[src/rtl/pipeline_pkg.sv]
// Shared types and defaults for the pipeline stall/flush sequencer.
package pipeline_pkg;

  typedef enum logic [1:0] {
    RUN,
    DRAIN,
    HALTED
  } ctrl_state_e;

  localparam int unsigned DEFAULT_DRAIN_DEPTH = 3;

  // Per-stage register enables and bubble-inject controls, MSB first.
  typedef struct packed {
    logic pc_en;
    logic if_id_en;
    logic id_ex_en;
    logic ex_mem_en;
    logic mem_wb_en;
    logic if_id_flush;
    logic id_ex_flush;
  } stage_ctrl_t;

  localparam stage_ctrl_t CTRL_FROZEN   = '{default: 1'b0};
  localparam stage_ctrl_t CTRL_RESET    = '{pc_en: 1'b0, if_id_en: 1'b0, id_ex_en: 1'b0,
                                            ex_mem_en: 1'b0, mem_wb_en: 1'b0,
                                            if_id_flush: 1'b1, id_ex_flush: 1'b1};
  localparam stage_ctrl_t CTRL_ADVANCE  = '{pc_en: 1'b1, if_id_en: 1'b1, id_ex_en: 1'b1,
                                            ex_mem_en: 1'b1, mem_wb_en: 1'b1,
                                            if_id_flush: 1'b0, id_ex_flush: 1'b0};
  localparam stage_ctrl_t CTRL_REDIRECT = '{pc_en: 1'b1, if_id_en: 1'b1, id_ex_en: 1'b1,
                                            ex_mem_en: 1'b1, mem_wb_en: 1'b1,
                                            if_id_flush: 1'b1, id_ex_flush: 1'b1};
  localparam stage_ctrl_t CTRL_LOAD_USE = '{pc_en: 1'b0, if_id_en: 1'b0, id_ex_en: 1'b1,
                                            ex_mem_en: 1'b1, mem_wb_en: 1'b1,
                                            if_id_flush: 1'b0, id_ex_flush: 1'b1};
  // Hold PC, push a bubble into IF/ID, let everything downstream advance.
  localparam stage_ctrl_t CTRL_IF_BUBBLE = '{pc_en: 1'b0, if_id_en: 1'b1, id_ex_en: 1'b1,
                                             ex_mem_en: 1'b1, mem_wb_en: 1'b1,
                                             if_id_flush: 1'b1, id_ex_flush: 1'b0};

endpackage

[src/rtl/pipeline_ctrl_event_counter.sv]
// Free-running wrap-around event counter with synchronous reset.
module event_counter #(
  parameter int unsigned WIDTH = 32
) (
  input  logic             clk,
  input  logic             reset,
  input  logic             inc,
  output logic [WIDTH-1:0] count
);

  // Count enabled events; wraps naturally at 2^WIDTH.
  always_ff @(posedge clk) begin
    if (reset) begin
      count <= '0;
    end else if (inc) begin
      count <= count + WIDTH'(1);
    end
  end

endmodule

[src/rtl/pipeline_ctrl.sv]
// Central stall/flush sequencer: per-stage enables, bubble injects,
// drain/halt FSM and stall/redirect performance counters.
module pipeline_ctrl
  import pipeline_pkg::*;
#(
  parameter int unsigned CNT_WIDTH   = 32,
  parameter int unsigned DRAIN_DEPTH = DEFAULT_DRAIN_DEPTH
) (
  input  logic                 clk,
  input  logic                 reset,
  input  logic                 ld_use_stall,
  input  logic                 icache_busy,
  input  logic                 dcache_busy,
  input  logic                 redirect_valid,
  input  logic                 halt_req,
  output logic                 pc_en,
  output logic                 if_id_en,
  output logic                 id_ex_en,
  output logic                 ex_mem_en,
  output logic                 mem_wb_en,
  output logic                 if_id_flush,
  output logic                 id_ex_flush,
  output logic                 halted,
  output logic [CNT_WIDTH-1:0] stall_cycles,
  output logic [CNT_WIDTH-1:0] redirect_count
);

  localparam int unsigned DCW = (DRAIN_DEPTH > 1) ? $clog2(DRAIN_DEPTH) : 1;
  localparam logic [DCW-1:0] DRAIN_LAST = DCW'(DRAIN_DEPTH - 1);

  ctrl_state_e    state, state_nx;
  logic [DCW-1:0] drain_cnt, drain_cnt_nx;
  stage_ctrl_t    ctrl;
  logic           stall_inc;
  logic           redirect_inc;

  // State and drain counter register.
  always_ff @(posedge clk) begin
    if (reset) begin
      state     <= RUN;
      drain_cnt <= '0;
    end else begin
      state     <= state_nx;
      drain_cnt <= drain_cnt_nx;
    end
  end

  // Prioritised action select: reset, halted, freeze, redirect, drain, then RUN hazards.
  always_comb begin
    ctrl         = CTRL_FROZEN;
    state_nx     = state;
    drain_cnt_nx = drain_cnt;
    redirect_inc = 1'b0;
    if (reset) begin
      ctrl = CTRL_RESET;
    end else if (state == HALTED || dcache_busy) begin
      ctrl = CTRL_FROZEN;
    end else if (redirect_valid) begin
      // A redirect out of DRAIN squashes the younger halt and resumes fetch.
      ctrl         = CTRL_REDIRECT;
      redirect_inc = 1'b1;
      state_nx     = RUN;
      drain_cnt_nx = '0;
    end else if (state == DRAIN) begin
      ctrl = CTRL_IF_BUBBLE;
      if (drain_cnt == DRAIN_LAST) begin
        state_nx     = HALTED;
        drain_cnt_nx = '0;
      end else begin
        drain_cnt_nx = drain_cnt + DCW'(1);
      end
    end else if (ld_use_stall) begin
      ctrl = CTRL_LOAD_USE;
    end else if (halt_req) begin
      ctrl         = CTRL_ADVANCE;
      state_nx     = DRAIN;
      drain_cnt_nx = '0;
    end else if (icache_busy) begin
      ctrl = CTRL_IF_BUBBLE;
    end else begin
      ctrl = CTRL_ADVANCE;
    end
    stall_inc = !reset && (state == RUN) && !ctrl.pc_en;
  end

  assign pc_en       = ctrl.pc_en;
  assign if_id_en    = ctrl.if_id_en;
  assign id_ex_en    = ctrl.id_ex_en;
  assign ex_mem_en   = ctrl.ex_mem_en;
  assign mem_wb_en   = ctrl.mem_wb_en;
  assign if_id_flush = ctrl.if_id_flush;
  assign id_ex_flush = ctrl.id_ex_flush;
  // Masked during reset so it drops in the same cycle reset is raised.
  assign halted      = (state == HALTED) && !reset;

  event_counter #(.WIDTH(CNT_WIDTH)) u_stall_cnt (
    .clk   (clk),
    .reset (reset),
    .inc   (stall_inc),
    .count (stall_cycles)
  );

  event_counter #(.WIDTH(CNT_WIDTH)) u_redirect_cnt (
    .clk   (clk),
    .reset (reset),
    .inc   (redirect_inc),
    .count (redirect_count)
  );

endmodule
[config.mk]
export PLATFORM = sky130hd
export DESIGN_NAME = pipeline_ctrl
export DESIGN_NICKNAME = d
export VERILOG_FILES = /design/src/rtl/pipeline_pkg.sv /design/src/rtl/pipeline_ctrl_event_counter.sv /design/src/rtl/pipeline_ctrl.sv
export SDC_FILE = /design/constraint.sdc
export NUM_CORES = 1
export LEC_CHECK = 0
export BUFFER_PORTS_ARGS = -buffer_cell sky130_fd_sc_hd__buf_2
export CORE_UTILIZATION = 49
export CTS_CLUSTER_SIZE = 30
export DETAILED_ROUTE_END_ITERATION = 8
export GPL_ROUTABILITY_DRIVEN = 1
export GPL_TIMING_DRIVEN = 1
export PLACE_DENSITY = 0.87
export SETUP_SLACK_MARGIN = 0.5
export SLEW_MARGIN = 20
export SYNTH_ARGS = -nofsm -noshare
export SYNTH_HDL_FRONTEND = slang
export SYNTH_SLANG_ARGS = --single-unit
export TNS_END_PERCENT = 1
[constraint.sdc]
create_clock -name clk -period 1.65 [get_ports clk]
set_input_delay 0.0825 -clock clk [delete_from_list [all_inputs] [get_ports clk]]
set_output_delay 0.0825 -clock clk [all_outputs]
set_load 0.05 [all_outputs]
==> reports/qor_table.md <==
| Parameter | Value | Unit |
| --- | --- | --- |
| Cell types with the largest area share after synthesis | sky130_fd_sc_hd__dfxtp_1 40%, sky130_fd_sc_hd__nor2_1 8.0%, sky130_fd_sc_hd__xnor2_1 7.2% | - |
| Number of enable-type register cells in the synthesized netlist | 0 | - |
| Worst clock skew | 11.2 | ps |
| Kind of critical path | reg2reg | - |
| Pre-CTS setup slack | -140 | ps |
| Area of the multi-input gates | 2230 | um2 |
| Count of buffers from port buffering | 78 | - |
| Total power after layout | 3.44 | mW |
| Crit share post-route | 109 | % |
| Violations in the final reports | negative setup slack | - |
| Yosys top cell by area | sky130_fd_sc_hd__dfxtp_1 | - |
| Number of buffers created by CTS | 9 | - |
| Setup-failing EPs final | 14 | - |
| Maximum clock frequency | 0.557 | GHz |
| Critical path launch point type | flip-flop | - |
| Pwr Density | 663 | nW/um2 |
| Via density | 5.54 | - |
| Nature of the critical path endpoint | flip-flop | - |
| Post-synthesis cell area | 3430 | um2 |
| Number of antenna cells inserted | 0 | - |
| Number of distinct standard cells referenced by the synthesized netlist | 45 | - |
| Top Ports | 79 | - |
| Nets | 527 | - |
| Buffer count from post-CTS setup fixing | 0 | - |
| Share of the synthesized area in compound gates (AO/OA/AOI/OAI) | 4.56 | % |
| Sequential fraction of the synthesis area | 39.7 | % |
| Area fraction of the dominant cell type after synthesis | 39.7 | % |
| Worst-case setup margin in the final layout | -144 | ps |
| Total global routing overflow | 0 | - |
| Fraction of final layout cells sized beyond drive strength 1 | 48.8 | % |
| Global routing usage summed across all routing layers | 27.0 | % |
| Max capacitance violation total | 0 | - |
| Reg-to-reg slack, setup | -140 | ps |
| Sequential cell area | 1490 | um2 |
| Starting DRT DRC Count | 131 | - |
| WL final | 9.77 | mm |
| Primary flip-flop cell chosen by synthesis mapping | sky130_fd_sc_hd__dfxtp_1 | - |
| Max rail drop VDD | 0.543 | mV |
| Die Footprint | 7340 | um2 |
| Number of max-slew violations in the final report | 0 | - |
| Synth Area in XOR/XNOR | 14.3 | % |
| Hold violation total from the final report | 0 | - |
| Number of H-tree branching levels | 3 | - |
| Bufs on Longest Clock Path | 2 | - |
| Synth Area in Simple Gates | 34.5 | % |
| Synth Area in Adders | 0.730 | % |
| Source of the critical timing path | u_redirect_cnt.count[11] | - |
| Last element of the critical path | u_redirect_cnt.count[31] | - |
| Layout fillers | 424 | - |
| Avg Synthesized Cell Area | 8.79 | um2 |
| Post-layout min period | 1790 | ps |
| Placement row count | 30 | - |
| Std-Cell Core Area | 6790 | um2 |
| Growth of design area from synthesis to finish | 51.2 | % |
| Required time at the endpoint of the critical path | 1880 | ps |
| CTS Hold Buffers Added | 0 | - |
| Yosys reg bits | 68 | - |
| Via count | 3431 | - |
| Number of instances in the synthesized netlist | 390 | - |
| Slew @ Worst Pin | 399 | ps |
| Residual DRC | 0 | - |
| Height of the chip | 85.7 | um |
| First-pass GRT wire length | 15.8 | mm |
| Final non-filler cell area | 5180 | um2 |
| Proportion of synthesized area in mux cells | 0.876 | % |
| Critical R2R Capture | u_redirect_cnt.count[31] | - |
| Leakage power of the design | 2.23 | nW |
| Ranking of synthesized cells by instance count | 73 x sky130_fd_sc_hd__nor2_1, 68 x sky130_fd_sc_hd__dfxtp_1, 28 x sky130_fd_sc_hd__nand4_1, 28 x sky130_fd_sc_hd__xnor2_1, 28 x sky130_fd_sc_hd__xor2_1 | - |
| Syn Nets | 399 | - |
| Number of global-route vias before repair | 3339 | - |
| Fraction of registers with async set/reset | 0 | % |
| Combinational family with the most area after synthesis | simple AND/OR/NAND/NOR gates | - |
| Die extent in x | 85.7 | um |
| Clock transition at path regs | 80 | ps |
| Worst min-delay path category | in2reg | - |
| ANT nets after route | 0 | - |
| DP Area | 4500 | um2 |
| Post-detail-place hpwl | 5.96 | mm |
| Count of yosys warnings during synthesis | 0 | - |
| Worst-skew pair later-pin latency | 350 | ps |
| Initial antenna violation count | 0 | - |
| Maximum number of pins on one net before global-route repair | 39 | - |
| Outcome | finished, violations left | - |
| Number of clock sinks | 68 | - |
| Top-count cell post-synth | sky130_fd_sc_hd__nor2_1 | - |
| CP Data Arrival Time | 2030 | ps |
| Initial core utilization | 50.5 | % |
| Average wire per cell in the routed design | 15.8 | um |
| Max transition margin | 73.4 | % |
| TritonCTS clock tree | yes | - |
| Length in cells of the worst reg-to-reg path | 5 | - |
| Startpoint of the most critical register-to-register path | u_redirect_cnt.count[11] | - |
| Weighted congestion reported at the end of routability-driven placement | 0.883 | - |
| RSZ-0062 raised after global routing | yes | - |
| Largest driver fanout on the critical path | 6 | - |
| Length of the first detailed-routing pass in iterations | 4 | - |
| Buffer cell driving the clock tree root | sky130_fd_sc_hd__clkbuf_8 | - |
## power by group
part	total, mW	internal (mW)	switching, mW	leakage, nW
clock network	1.50	0.854	0.648	0.105
registers	1.62	1.61	0.00969	0.579
logic	0.321	0.122	0.198	1.54
## placed cells by master, fill, tap and decap left out, types with 11 or more instances in the layout
| cell | n |
|---|---|
| sky130_fd_sc_hd__inv_1 | 11 |
| sky130_fd_sc_hd__buf_4 | 58 |
| sky130_fd_sc_hd__nor2_1 | 69 |
| sky130_fd_sc_hd__dfxtp_2 | 16 |
| sky130_fd_sc_hd__xnor2_1 | 26 |
| sky130_fd_sc_hd__buf_6 | 26 |
| sky130_fd_sc_hd__nand4_1 | 28 |
| sky130_fd_sc_hd__dfxtp_1 | 24 |
| sky130_fd_sc_hd__xor2_1 | 28 |
| sky130_fd_sc_hd__clkbuf_4 | 12 |
| sky130_fd_sc_hd__buf_2 | 36 |
| sky130_fd_sc_hd__nand2_1 | 15 |
| sky130_fd_sc_hd__dfxtp_4 | 28 |
## state kept, by name (all words and copies together), names as in the netlist
| signal | count |
|---|---|
| u_redirect_cnt.count | 32 |
| drain_cnt | 2 |
| u_stall_cnt.count | 32 |
| state | 2 |
## what timing repair did
item                                    in CTS  in global routing
endpoints found under the setup margin      98                 96
cloned                                       1                  0
gates resized for setup                     94                 30
pin swaps                                   86                 42
## routing by layer
metal,GRT usage (%),share of wire [%]
met1,30.9,40
met2,48.9,53
met3,6.06,4.7
met4,10.0,2.3
met5,0,0
## how the worst min path moves through the flow
stage          cells after the start         from  slack (ps)                       to
6_report                           4        reset         110  u_redirect_cnt.count[1]
5_1_grt                            4        reset         160  u_redirect_cnt.count[1]
4_1_cts                            4        reset         100  u_redirect_cnt.count[1]
3_5_place_dp                       4        reset         450  u_redirect_cnt.count[1]
3_3_place_gp                       4  dcache_busy         440  u_redirect_cnt.count[1]
2_1_floorplan                      3        reset         280  u_redirect_cnt.count[1]
## worst max-delay path, stage by stage (launching register included)
cell	delay (ps)
sky130_fd_sc_hd__dfxtp_4	370
sky130_fd_sc_hd__nand4_4	120
sky130_fd_sc_hd__or4_4	640
sky130_fd_sc_hd__nor4_2	310
sky130_fd_sc_hd__xnor2_1	170
sky130_fd_sc_hd__nor2_1	70
## layout make-up
type | instances | area share (%)
Multi-Input combinational cell | 290 | 43.0
Tap cell | 96 | 2.32
Clock buffer | 12 | 2.61
Timing Repair Buffer | 137 | 21.1
Sequential cell | 68 | 28.7
Inverter | 12 | 0.917
Clock inverter | 4 | 1.42
## stage by stage
stage	util, %	TNS [ps]	hold slack, ps	std cells
floorplan	-	-5540	279	390
global placement	66.3	-702	442	602
detailed placement	66.3	-1590	454	602
CTS	74.8	-986	98.9	619
global route	76.3	-2810	157	619
finish	76.3	-1270	110	619
## cell families after synthesis
| group | count (synthesis) |
|---|---|
| AO/OA/AOI/OAI | 26 |
| XOR/XNOR | 56 |
| adder cells (fa/ha/maj) | 2 |
| buffers and inverters | 33 |
| flip-flops | 68 |
| multiplexers | 3 |
| AND/OR/NAND/NOR | 202 |
(Power assumes the default switching activity.)
